[src/rtl/knn_pkg.sv]
// Shared types and sizes for the KNN training-point read path.
// Included by the streamer, its row FIFO and the bus interface.
package knn_pkg;

  localparam int REGISTER_SIZE = 11;
  localparam int DEPTH         = 128;
  localparam int LANES         = 4;
  localparam int ADDR_W        = $clog2(DEPTH / LANES);
  localparam int NUM_W         = 8;

  typedef struct packed {
    logic [REGISTER_SIZE-1:0] x;
    logic [REGISTER_SIZE-2:0] y;
  } point_t;

  typedef struct packed {
    point_t [LANES-1:0] p;
    logic   [LANES-1:0] mask;
    logic               last;
  } row_t;

  typedef enum logic [1:0] {
    S_IDLE,
    S_READ,
    S_DRAIN
  } state_e;

  function automatic logic [NUM_W-1:0] clamp_n(
    input logic [NUM_W-1:0] n
  );
    return (n > NUM_W'(DEPTH)) ? NUM_W'(DEPTH) : n;
  endfunction

endpackage

[src/rtl/knn_point_streamer_if.sv]
// Memory read port plus lane output stream of the point streamer.
// master = streamer side, slave = memory / distance-lane side.
interface knn_point_streamer_if;
  import knn_pkg::*;

  logic                     o_rd_en;
  logic [ADDR_W-1:0]        o_rd_addr;
  logic [REGISTER_SIZE-1:0] i_rd_x0;
  logic [REGISTER_SIZE-1:0] i_rd_x1;
  logic [REGISTER_SIZE-1:0] i_rd_x2;
  logic [REGISTER_SIZE-1:0] i_rd_x3;
  logic [REGISTER_SIZE-2:0] i_rd_y0;
  logic [REGISTER_SIZE-2:0] i_rd_y1;
  logic [REGISTER_SIZE-2:0] i_rd_y2;
  logic [REGISTER_SIZE-2:0] i_rd_y3;

  logic                     o_valid;
  logic                     i_ready;
  logic [REGISTER_SIZE-1:0] o_x0;
  logic [REGISTER_SIZE-1:0] o_x1;
  logic [REGISTER_SIZE-1:0] o_x2;
  logic [REGISTER_SIZE-1:0] o_x3;
  logic [REGISTER_SIZE-2:0] o_y0;
  logic [REGISTER_SIZE-2:0] o_y1;
  logic [REGISTER_SIZE-2:0] o_y2;
  logic [REGISTER_SIZE-2:0] o_y3;
  logic [LANES-1:0]         o_lane_mask;
  logic                     o_last;

  modport master (
    output o_rd_en, o_rd_addr,
    input  i_rd_x0, i_rd_x1, i_rd_x2, i_rd_x3,
    input  i_rd_y0, i_rd_y1, i_rd_y2, i_rd_y3,
    output o_valid,
    input  i_ready,
    output o_x0, o_x1, o_x2, o_x3,
    output o_y0, o_y1, o_y2, o_y3,
    output o_lane_mask, o_last
  );

  modport slave (
    input  o_rd_en, o_rd_addr,
    output i_rd_x0, i_rd_x1, i_rd_x2, i_rd_x3,
    output i_rd_y0, i_rd_y1, i_rd_y2, i_rd_y3,
    input  o_valid,
    output i_ready,
    input  o_x0, o_x1, o_x2, o_x3,
    input  o_y0, o_y1, o_y2, o_y3,
    input  o_lane_mask, o_last
  );

endinterface

[src/rtl/knn_row_fifo.sv]
// Two-entry row buffer between the memory read port and the lanes.
// Caller guarantees no push when full and no pop when empty.
module knn_row_fifo
  import knn_pkg::*;
(
  input  logic       clk,
  input  logic       rst,
  input  logic       push,
  input  row_t       din,
  input  logic       pop,
  output row_t       dout,
  output logic [1:0] count,
  output logic       empty
);

  row_t       mem_q [2];
  row_t       mem_d [2];
  logic       wr_q, wr_d;
  logic       rd_q, rd_d;
  logic [1:0] cnt_q, cnt_d;

  // Pointer, storage and occupancy updates for push/pop.
  always_comb begin
    mem_d = mem_q;
    wr_d  = wr_q;
    rd_d  = rd_q;
    cnt_d = cnt_q;
    if (push) begin
      mem_d[wr_q] = din;
      wr_d        = ~wr_q;
    end
    if (pop) begin
      rd_d = ~rd_q;
    end
    case ({push, pop})
      2'b10:   cnt_d = cnt_q + 2'd1;
      2'b01:   cnt_d = cnt_q - 2'd1;
      default: cnt_d = cnt_q;
    endcase
  end

  // FIFO state registers.
  always_ff @(posedge clk) begin
    if (rst) begin
      mem_q[0] <= '0;
      mem_q[1] <= '0;
      wr_q     <= 1'b0;
      rd_q     <= 1'b0;
      cnt_q    <= 2'd0;
    end else begin
      mem_q[0] <= mem_d[0];
      mem_q[1] <= mem_d[1];
      wr_q     <= wr_d;
      rd_q     <= rd_d;
      cnt_q    <= cnt_d;
    end
  end

  assign dout  = mem_q[rd_q];
  assign count = cnt_q;
  assign empty = (cnt_q == 2'd0);

endmodule

[src/rtl/knn_point_streamer.sv]
// Walks the training-point memory row by row and streams the rows
// to the distance lanes, buffering at most two rows in flight.
module knn_point_streamer
  import knn_pkg::*;
(
  input  logic             clk,
  input  logic             rst,
  input  logic             i_start,
  input  logic [NUM_W-1:0] i_num_points,
  output logic             o_busy,
  output logic             o_done,
  knn_point_streamer_if.master bus
);

  state_e            state_q, state_d;
  logic [ADDR_W-1:0] addr_q, addr_d;
  logic [NUM_W-1:0]  n_q, n_d;
  logic              done_q, done_d;
  logic              infl_q, infl_d;
  logic [LANES-1:0]  imask_q, imask_d;
  logic              ilast_q, ilast_d;

  logic [NUM_W-3:0]  rows;
  logic              last_row;
  logic [LANES-1:0]  row_mask;
  logic [NUM_W-1:0]  n_start;
  logic [2:0]        outstanding;
  logic              pop;
  logic              rd_en;

  logic [LANES-1:0][REGISTER_SIZE-1:0] rd_x;
  logic [LANES-1:0][REGISTER_SIZE-2:0] rd_y;

  row_t              push_row;
  row_t              head;
  row_t              out_row;
  logic [1:0]        fifo_cnt;
  logic              fifo_empty;

  assign rd_x = {bus.i_rd_x3, bus.i_rd_x2,
                 bus.i_rd_x1, bus.i_rd_x0};
  assign rd_y = {bus.i_rd_y3, bus.i_rd_y2,
                 bus.i_rd_y1, bus.i_rd_y0};

  assign n_start  = clamp_n(i_num_points);
  assign rows     = n_q[NUM_W-1:2]
                  + {{(NUM_W-3){1'b0}}, |n_q[1:0]};
  assign last_row = ({1'b0, addr_q} == rows - 1'b1);
  assign pop      = ~fifo_empty & bus.i_ready;

  // Rows and reads already in flight, minus the beat leaving now.
  assign outstanding = {1'b0, fifo_cnt}
                     + {2'b00, infl_q}
                     - {2'b00, pop};

  assign rd_en = (state_q == S_READ) && (outstanding < 3'd2);

  // Lane mask of the row being issued; only the last row is partial.
  always_comb begin
    row_mask = '1;
    if (last_row && (n_q[1:0] != 2'd0)) begin
      row_mask = ({{(LANES-1){1'b0}}, 1'b1} << n_q[1:0])
               - {{(LANES-1){1'b0}}, 1'b1};
    end
  end

  // Returned row with masked lanes forced to zero.
  always_comb begin
    push_row = '0;
    for (int i = 0; i < LANES; i++) begin
      if (imask_q[i]) begin
        push_row.p[i].x = rd_x[i];
        push_row.p[i].y = rd_y[i];
      end
    end
    push_row.mask = imask_q;
    push_row.last = ilast_q;
  end

  // Sequencer next-state: start, row issue and final drain.
  always_comb begin
    state_d = state_q;
    addr_d  = addr_q;
    n_d     = n_q;
    done_d  = 1'b0;
    infl_d  = rd_en;
    imask_d = imask_q;
    ilast_d = ilast_q;
    unique case (state_q)
      S_IDLE: begin
        if (i_start) begin
          n_d    = n_start;
          addr_d = '0;
          if (n_start == '0) begin
            done_d = 1'b1;
          end else begin
            state_d = S_READ;
          end
        end
      end
      S_READ: begin
        if (rd_en) begin
          addr_d  = addr_q + 1'b1;
          imask_d = row_mask;
          ilast_d = last_row;
          if (last_row) begin
            state_d = S_DRAIN;
          end
        end
      end
      S_DRAIN: begin
        if (pop && head.last) begin
          state_d = S_IDLE;
          done_d  = 1'b1;
        end
      end
      default: state_d = S_IDLE;
    endcase
  end

  // Sequencer registers.
  always_ff @(posedge clk) begin
    if (rst) begin
      state_q <= S_IDLE;
      addr_q  <= '0;
      n_q     <= '0;
      done_q  <= 1'b0;
      infl_q  <= 1'b0;
      imask_q <= '0;
      ilast_q <= 1'b0;
    end else begin
      state_q <= state_d;
      addr_q  <= addr_d;
      n_q     <= n_d;
      done_q  <= done_d;
      infl_q  <= infl_d;
      imask_q <= imask_d;
      ilast_q <= ilast_d;
    end
  end

  knn_row_fifo u_fifo (
    .clk   (clk),
    .rst   (rst),
    .push  (infl_q),
    .din   (push_row),
    .pop   (pop),
    .dout  (head),
    .count (fifo_cnt),
    .empty (fifo_empty)
  );

  assign out_row = fifo_empty ? '0 : head;

  assign o_busy        = (state_q != S_IDLE);
  assign o_done        = done_q;
  assign bus.o_rd_en   = rd_en;
  assign bus.o_rd_addr = addr_q;
  assign bus.o_valid   = ~fifo_empty;
  assign bus.o_x0      = out_row.p[0].x;
  assign bus.o_x1      = out_row.p[1].x;
  assign bus.o_x2      = out_row.p[2].x;
  assign bus.o_x3      = out_row.p[3].x;
  assign bus.o_y0      = out_row.p[0].y;
  assign bus.o_y1      = out_row.p[1].y;
  assign bus.o_y2      = out_row.p[2].y;
  assign bus.o_y3      = out_row.p[3].y;
  assign bus.o_lane_mask = out_row.mask;
  assign bus.o_last    = out_row.last;

endmodule

[src/flat_wrapper.sv]
// flat-port wrapper written by rule: the top's interface ports become plain ports
module knn_point_streamer_flat import knn_pkg::*;
  (clk, rst, i_start, i_num_points, o_busy, o_done, bus_o_rd_en, bus_o_rd_addr, bus_i_rd_x0, bus_i_rd_x1, bus_i_rd_x2, bus_i_rd_x3, bus_i_rd_y0, bus_i_rd_y1, bus_i_rd_y2, bus_i_rd_y3, bus_o_valid, bus_i_ready, bus_o_x0, bus_o_x1, bus_o_x2, bus_o_x3, bus_o_y0, bus_o_y1, bus_o_y2, bus_o_y3, bus_o_lane_mask, bus_o_last);
  knn_point_streamer_if bus_i ();
  input  logic clk;
  input  logic rst;
  input  logic i_start;
  input  logic [NUM_W-1:0] i_num_points;
  output logic o_busy;
  output logic o_done;
  output wire logic [$bits(bus_i.o_rd_en)-1:0] bus_o_rd_en;
  output wire logic [$bits(bus_i.o_rd_addr)-1:0] bus_o_rd_addr;
  input wire logic [$bits(bus_i.i_rd_x0)-1:0] bus_i_rd_x0;
  input wire logic [$bits(bus_i.i_rd_x1)-1:0] bus_i_rd_x1;
  input wire logic [$bits(bus_i.i_rd_x2)-1:0] bus_i_rd_x2;
  input wire logic [$bits(bus_i.i_rd_x3)-1:0] bus_i_rd_x3;
  input wire logic [$bits(bus_i.i_rd_y0)-1:0] bus_i_rd_y0;
  input wire logic [$bits(bus_i.i_rd_y1)-1:0] bus_i_rd_y1;
  input wire logic [$bits(bus_i.i_rd_y2)-1:0] bus_i_rd_y2;
  input wire logic [$bits(bus_i.i_rd_y3)-1:0] bus_i_rd_y3;
  output wire logic [$bits(bus_i.o_valid)-1:0] bus_o_valid;
  input wire logic [$bits(bus_i.i_ready)-1:0] bus_i_ready;
  output wire logic [$bits(bus_i.o_x0)-1:0] bus_o_x0;
  output wire logic [$bits(bus_i.o_x1)-1:0] bus_o_x1;
  output wire logic [$bits(bus_i.o_x2)-1:0] bus_o_x2;
  output wire logic [$bits(bus_i.o_x3)-1:0] bus_o_x3;
  output wire logic [$bits(bus_i.o_y0)-1:0] bus_o_y0;
  output wire logic [$bits(bus_i.o_y1)-1:0] bus_o_y1;
  output wire logic [$bits(bus_i.o_y2)-1:0] bus_o_y2;
  output wire logic [$bits(bus_i.o_y3)-1:0] bus_o_y3;
  output wire logic [$bits(bus_i.o_lane_mask)-1:0] bus_o_lane_mask;
  output wire logic [$bits(bus_i.o_last)-1:0] bus_o_last;
  assign bus_o_rd_en = bus_i.o_rd_en;
  assign bus_o_rd_addr = bus_i.o_rd_addr;
  assign bus_i.i_rd_x0 = bus_i_rd_x0;
  assign bus_i.i_rd_x1 = bus_i_rd_x1;
  assign bus_i.i_rd_x2 = bus_i_rd_x2;
  assign bus_i.i_rd_x3 = bus_i_rd_x3;
  assign bus_i.i_rd_y0 = bus_i_rd_y0;
  assign bus_i.i_rd_y1 = bus_i_rd_y1;
  assign bus_i.i_rd_y2 = bus_i_rd_y2;
  assign bus_i.i_rd_y3 = bus_i_rd_y3;
  assign bus_o_valid = bus_i.o_valid;
  assign bus_i.i_ready = bus_i_ready;
  assign bus_o_x0 = bus_i.o_x0;
  assign bus_o_x1 = bus_i.o_x1;
  assign bus_o_x2 = bus_i.o_x2;
  assign bus_o_x3 = bus_i.o_x3;
  assign bus_o_y0 = bus_i.o_y0;
  assign bus_o_y1 = bus_i.o_y1;
  assign bus_o_y2 = bus_i.o_y2;
  assign bus_o_y3 = bus_i.o_y3;
  assign bus_o_lane_mask = bus_i.o_lane_mask;
  assign bus_o_last = bus_i.o_last;
  knn_point_streamer u_core (.clk(clk), .rst(rst), .i_start(i_start), .i_num_points(i_num_points), .o_busy(o_busy), .o_done(o_done), .bus(bus_i));
endmodule
[config.mk]
export PLATFORM = sky130hd
export DESIGN_NAME = knn_point_streamer_flat
export DESIGN_NICKNAME = d
export VERILOG_FILES = /design/src/rtl/knn_pkg.sv /design/src/rtl/knn_point_streamer_if.sv /design/src/rtl/knn_row_fifo.sv /design/src/rtl/knn_point_streamer.sv /design/src/flat_wrapper.sv
export SDC_FILE = /design/constraint.sdc
export NUM_CORES = 1
export LEC_CHECK = 0
export ABC_AREA = 1
export CAP_MARGIN = 10
export CORE_MARGIN = 4
export CORE_UTILIZATION = 25
export CTS_BUF_LIST = sky130_fd_sc_hd__clkbuf_8
export DETAILED_ROUTE_END_ITERATION = 12
export HOLD_SLACK_MARGIN = 0.15
export PLACE_DENSITY_LB_ADDON = 0.2
export SETUP_SLACK_MARGIN = 0.1
export SLEW_MARGIN = 0
export SYNTH_ARGS = -nofsm -noshare
export SYNTH_HDL_FRONTEND = slang
export SYNTH_SLANG_ARGS = --single-unit
[constraint.sdc]
create_clock -name clk -period 5.78 [get_ports clk]
set_clock_uncertainty 0.15 [all_clocks]
set_input_delay 0.578 -clock clk [delete_from_list [all_inputs] [get_ports clk]]
set_output_delay 0.578 -clock clk [all_outputs]
set_load 0.1 [all_outputs]
==> impl_metrics.env, run 1 <==
export IMPL_outcome="completed"
export IMPL_worstPathRequired_ns=5.05
export IMPL_peakVddDrop_mv=0.114
export IMPL_track_usage=0.143
export IMPL_antenna_found_initial=0
export IMPL_grt_overflow_total=0
export IMPL_synthMuxAreaShare=0
export IMPL_post_cts_buffers=0
export IMPL_max_stage_delay_ns=1.20
export IMPL_drv_cap=0
export IMPL_fillers=3664
export IMPL_cts_tree="yes"
export IMPL_rsz0062_at_grt="no"
export IMPL_timing_fmax_mhz=237
export IMPL_worst_slew_margin_rel=0.265
export IMPL_yosysTopAreaCell="dfxtp_1"
export IMPL_synth_xor_area_frac=0.00395
export IMPL_synth_area_sq_mm=0.00887
export IMPL_routed_wl_mm=28.2
export IMPL_die_area_sq_mm=0.0385
export IMPL_io_pins=194
export IMPL_period_needed_ns=4.23
export IMPL_yosysTopAreaCellShare=0.461
export IMPL_seq_area_frac_synth=0.461
export IMPL_crit_fanout=51
export IMPL_grt_pass1_vias=8269
export IMPL_crit_path_cell_trace="nor2_4 -> buf_4 -> inv_1 -> buf_4 -> o21ai_0 -> a21oi_1 -> clkdlybuf4s50_1"
export IMPL_die_height_um=196
export IMPL_cts_sinks=204
export IMPL_crit_arrival_ns=3.50
export IMPL_path_clk_slew_ns=0.06
export IMPL_gp_congestion=0.762
export IMPL_crit_family="buffers and inverters"
export IMPL_drtPass1Iterations=4
export IMPL_coreArea_sq_mm=0.0348
export IMPL_drv_slew=0
export IMPL_cts_buffer_depth=3
export IMPL_rrSetupSlack_ns=3.14
export IMPL_synth_simple_area_share=0.164
export IMPL_via_per_inst=4.64
export IMPL_hold_class="flip-flop to flip-flop"
export IMPL_fin_util=0.338
export IMPL_synth_cell_types=34
export IMPL_drive_above_1_share=0.103
export IMPL_area_growth_pct=32.8
export IMPL_synth_nets=1245
export IMPL_start_util=0.255
export IMPL_period_share=0.731
export IMPL_dr_total_vias=8268
export IMPL_wl_per_cell_um=15.9
export IMPL_post_cts_resized=0
export IMPL_synth_adder_area_share=0.00649
export IMPL_cts_htree_levels=2
export IMPL_grt_max_degree=143
export IMPL_portBuffers=193
export IMPL_antenna_cells=0
export IMPL_critical_path_buf_inv_count=4
export IMPL_hold_violations=0
export IMPL_synth_top_family_by_area="compound AO/OA/AOI/OAI gates"
export IMPL_netlist_instances=1145
export IMPL_critPathLaunchType="flip-flop"
export IMPL_synth_area_leaders="dfxtp_1, a21oi_1, nand2_1"
export IMPL_cts_buffers=39
export IMPL_ant_nets=0
export IMPL_synth_seq_cells=204
export IMPL_fin_cells=1780
export IMPL_clock_latency_ns=0.53
export IMPL_finalSetupTns_ns=0
export IMPL_finalSetupViolCount=0
export IMPL_placed_cells_incl_taps=1715
export IMPL_synth_compound_area_frac=0.282
export IMPL_postCtsHoldBufs=0
export IMPL_cts_root_buf="clkbuf_8"
export IMPL_first_iter_violations=367
export IMPL_endpoint_kind="output pin"
export IMPL_power_leakage_nw=3.99
export IMPL_critPathKind="flip-flop to output pin"
export IMPL_rows=68
export IMPL_cp_slowest_cell="clkdlybuf4s50_1"
export IMPL_grt_pass1_wl_mm=45.4
export IMPL_drc_errors=0
export IMPL_yosys_warnings=0
export IMPL_detailed_place_hpwl_mm=17.3
export IMPL_die_w_um=196
export IMPL_tightestPinTransition_ns=1.10
export IMPL_nets=1401
export IMPL_synth_avg_cell_area_sq_um=7.74
export IMPL_powerDensity_mw_per_mm2=299
export IMPL_cpMostUsedCell="buf_4"
## registers in the layout (all words and copies together), names as in the netlist, 2 cells and up
signal and count:
u_core.state_q 2, u_core.bus.o_rd_addr 5, u_core.n_q 8, u_core.imask_q 4
u_core.u_fifo.mem_q 178, u_core.u_fifo.count 2
## synthesized netlist by cell type
| master | number |
|---|---|
| nand2_2 | 3 |
| a21oi_1 | 170 |
| clkbuf_1 | 40 |
| nand3_1 | 20 |
| nor2_4 | 2 |
| nor2_2 | 4 |
| nand2_1 | 221 |
| inv_1 | 76 |
| o21ai_1 | 3 |
| o32ai_1 | 2 |
| nor3_1 | 2 |
| inv_4 | 1 |
| buf_1 | 9 |
| o211ai_1 | 1 |
| dfxtp_1 | 204 |
| inv_2 | 5 |
| nor2_8 | 1 |
| buf_2 | 27 |
| a211oi_2 | 51 |
| nand3_4 | 1 |
| fa_1 | 1 |
| xor2_1 | 2 |
| nor4_1 | 1 |
| ha_1 | 3 |
| xnor2_1 | 2 |
| nand4_1 | 3 |
| a31oi_1 | 1 |
| buf_6 | 2 |
| nor2_1 | 100 |
| buf_4 | 12 |
| o21ai_0 | 118 |
| o22ai_1 | 39 |
| a211oi_1 | 17 |
| and3_1 | 1 |
## kinds of logic after synthesis
kind of cell             count (synthesis)
flip-flops                             204
AO/OA/AOI/OAI                          402
XOR/XNOR                                 4
adder cells (fa/ha/maj)                  4
buffers and inverters                  172
AND/OR/NAND/NOR                        359
## worst paths after layout
path / startpoint / to / cells after the start
worst max-delay path: u_core.u_fifo.count[1] / bus_o_lane_mask[0] / 7
worst min-delay path: u_core.u_fifo.mem_q[0] / u_core.u_fifo.mem_q[0] / 2
worst max register to register: u_core.u_fifo.count[1] / u_core.bus.o_rd_addr[3] / 15
worst min register to register: u_core.u_fifo.mem_q[0] / u_core.u_fifo.mem_q[0] / 2
## cells in the final DEF (no fill, tap or decap), types with 5 or more instances in the layout
master and count:
a211oi_1 17, a211oi_2 51, a21oi_1 170, buf_4 13, clkbuf_8 48, clkdlybuf4s50_1 191
clkinv_2 5, dfxtp_1 203, inv_1 87, inv_2 6, nand2_1 221, nand3_1 20
nor2_1 100, o21ai_0 118, o22ai_1 39
## report_power, final
part / switching, W / leakage, nW / internal, W
Clock: 0.000604 / 0.429 / 0.000742
Combinational: 0.000443 / 1.91 / 0.000195
Sequential: 0.0000631 / 1.66 / 0.00148
Total: 0.00111 / 3.99 / 0.00241
## metal layers
metal | up-vias | track usage | routed length (um)
li1 | 4187 | - | -
met1 | 3862 | 0.190 | 13100
met2 | 182 | 0.234 | 13100
met3 | 37 | 0.0319 | 1510
met4 | 0 | 0.0403 | 488
met5 | - | 0 | 0
## stage by stage
stage                     setup slack, ns  cell area (sq um)  hold WS (ns)  power [W]
after floorplan                      2.30               8870         0.275    0.00200
after global routing                 1.35              11800         0.339    0.00372
after CTS                            1.45              11800         0.317    0.00360
after global placement               2.05              11000         0.298    0.00221
final                                1.55              11800         0.314    0.00352
after detailed placement             2.06              11000         0.309    0.00221
## worst reg2reg max path, delay by kind of cell (launching register included)
family | cells | cell delay [ns]
adder cells (fa/ha/maj) | 1 | 0.53
AND/OR/NAND/NOR | 10 | 1.01
buffers and inverters | 3 | 0.23
XOR/XNOR | 1 | 0.12
flip-flops | 1 | 0.48
## layout make-up
class,count,area [sq um],area share
Clock buffer,48,661,0.0561
Clock inverter,17,70.1,0.00595
Inverter,82,310,0.0264
Multi-Input combinational cell,769,4050,0.344
Sequential cell,204,4090,0.347
Tap cell,455,569,0.0484
Timing Repair Buffer,205,2030,0.172
No activity file was read; power rests on OpenSTA's default activity.
==> inputs of run 2 (changes only) <==
- clock period: 5.78 -> 3.9 ns (I/O delays scaled with it)
==> run 2 against run 1 <==
  * Via count shrank 0.37%
  * Largest cell class unchanged
  * Die area unchanged
  * Sequential share of layout area decreased by 1.2 points
  * Clock-buffer cell count increased by 4
  * Largest power group unchanged
  * Non-clock buffer count up 4
==> impl_metrics.env, run 2 (synthesis gave the netlist of run 1 again) <==
export IMPL_portBuffers=193
export IMPL_hold_class="input pin to flip-flop"
export IMPL_drc_errors=0
export IMPL_die_w_um=196
export IMPL_clock_latency_ns=0.53
export IMPL_cts_htree_levels=2
export IMPL_wl_per_cell_um=15.9
export IMPL_period_share=0.852
export IMPL_regMostFlops="u_core.u_fifo.mem_q"
export IMPL_cts_buffers=40
export IMPL_outcome="completed"
export IMPL_period_needed_ns=3.32
export IMPL_endpoint_kind="output pin"
export IMPL_dr_total_vias=8237
export IMPL_post_cts_buffers=0
export IMPL_finalSetupTns_ns=0
export IMPL_ant_nets=0
export IMPL_die_height_um=196
export IMPL_antenna_cells=0
export IMPL_peakVddDrop_mv=0.327
export IMPL_swShare=0.313
export IMPL_intPower_w=0.00371
export IMPL_grt_max_degree=130
export IMPL_rows=68
export IMPL_hold_violations=0
export IMPL_tightestPinTransition_ns=1.07
export IMPL_hold_depth=2
export IMPL_critPathLaunchType="flip-flop"
export IMPL_post_cts_resized=0
export IMPL_cts_buffer_depth=3
export IMPL_via_per_inst=4.60
export IMPL_track_usage=0.142
export IMPL_rsz0062_at_grt="no"
export IMPL_cts_tree="yes"
export IMPL_final_cell_mix="nand2_1, dfxtp_1, a21oi_1, o21ai_0, clkdlybuf4s50_1"
export IMPL_first_iter_violations=395
export IMPL_fin_util=0.351
export IMPL_grt_pass1_wl_mm=44.9
export IMPL_multi_input_area_sq_mm=0.00405
export IMPL_io_pins=194
export IMPL_power_frac_seq=0.422
export IMPL_postLayoutCellArea_sq_mm=0.0122
export IMPL_rr_startpoint="u_core.u_fifo.count[1]"
export IMPL_worst_r2r_path_depth=15
export IMPL_worstPathRequired_ns=3.36
export IMPL_antenna_found_initial=0
export IMPL_worst_slew_margin_rel=0.289
export IMPL_finalSetupViolCount=0
export IMPL_fillers=3603
export IMPL_coreArea_sq_mm=0.0348
export IMPL_die_area_sq_mm=0.0385
export IMPL_seq_area_sq_mm=0.00409
export IMPL_detailed_place_hpwl_mm=17.6
export IMPL_powerDensity_mw_per_mm2=442
export IMPL_timing_fmax_mhz=301
export IMPL_nets=1406
export IMPL_pwr_share_comb=0.187
export IMPL_power_frac_clock=0.392
export IMPL_critPathKind="flip-flop to output pin"
export IMPL_drive_above_1_share=0.175
export IMPL_grt_overflow_total=0
export IMPL_grt_pass1_vias=8154
export IMPL_drv_cap=0
export IMPL_drtPass1Iterations=4
export IMPL_largest_reg_flops=178
export IMPL_routed_wl_mm=28.5
export IMPL_placed_area_sq_mm=0.0114
export IMPL_rrSetupSlack_ns=1.22
export IMPL_crit_arrival_ns=2.78
export IMPL_path_clk_slew_ns=0.05
export IMPL_crit_fanout=9
export IMPL_start_util=0.255
export IMPL_switchingPower_w=0.00169
export IMPL_cts_sinks=204
export IMPL_min_to="u_core.bus.o_rd_addr[4]"
export IMPL_worstReg2RegEnd="u_core.bus.o_rd_addr[3]"
export IMPL_holdCritStartpoint="rst"
export IMPL_gp_congestion=0.749
export IMPL_postCtsHoldBufs=0
export IMPL_mostFrequentLayoutCell="nand2_1"
export IMPL_drv_slew=0
export IMPL_area_growth_pct=37.7
export IMPL_power_leakage_nw=4.36
export IMPL_cts_root_buf="clkbuf_8"
==> run 2: cell count changes in the layout (fill, tap and decap cells not counted), sizes merged <==
| cell | delta |
|---|---|
| buf | +94 |
| clkbuf | +4 |
| clkdlybuf4s50 | -90 |
| clkinv | -4 |
| clkinvlp | +2 |
| inv | +4 |
==> run 2: how the worst max path moves through the flow <==
stage	from	to	slack (ns)	depth (start not counted)
floorplan	u_core.u_fifo.count[1]	bus_o_lane_mask[0]	0.61	5
global placement	bus_i_ready	bus_o_rd_en	0.70	12
detailed placement	bus_i_ready	bus_o_rd_en	0.68	12
CTS	u_core.u_fifo.count[1]	bus_o_rd_en	0.54	11
global route	u_core.u_fifo.count[1]	bus_o_rd_en	0.32	11
finish	u_core.u_fifo.count[1]	bus_o_rd_en	0.58	11
==> run 2: power by group through the flow <==
stage          sequential [W]  clock (W)  combinational [W]
2_1_floorplan         0.00229          0           0.000685
3_3_place_gp          0.00232          0            0.00101
3_5_place_dp          0.00232          0            0.00102
4_1_cts               0.00228    0.00221            0.00102
5_1_grt               0.00229    0.00230            0.00109
6_report              0.00228    0.00211            0.00101
==> run 2: final cells by class <==
class,instances,share of cell area
flip-flops and latches,204,0.335
multi-input cells,769,0.331
repair buffers,209,0.196
clock buffers,52,0.0586
well taps,455,0.0466
inverters,82,0.0254
clock inverters,19,0.00656
==> run 2: worst max-delay path, cell delays in order, from the launching register on <==
cell and delay [ns]:
dfxtp_1 0.50, nor2_4 0.08, nor2_2 0.16, inv_2 0.08
nor2_2 0.15, nor2_1 0.07, nor2_1 0.10, inv_1 0.07
fa_1 0.54, nand3_4 0.11, nor2_8 0.19, buf_12 0.20
==> run 2: per-stage QoR <==
step                      hold slack (ns)  worst slack [ns]  power (W)  instances
after floorplan                     0.275             0.606    0.00297       1145
after global placement              0.293             0.697    0.00333       1719
after detailed placement            0.302             0.675    0.00334       1719
after CTS                           0.166             0.536    0.00551       1790
after global routing                0.186             0.321    0.00568       1790
final                               0.207             0.577    0.00540       1790
==> run 2: metal layers <==
metal	GRT usage	wire [um]	up-vias
li1	-	-	4204
met1	0.188	13100	3788
met2	0.235	13300	197
met3	0.0309	1570	48
met4	0.0388	547	0
met5	0	0	-
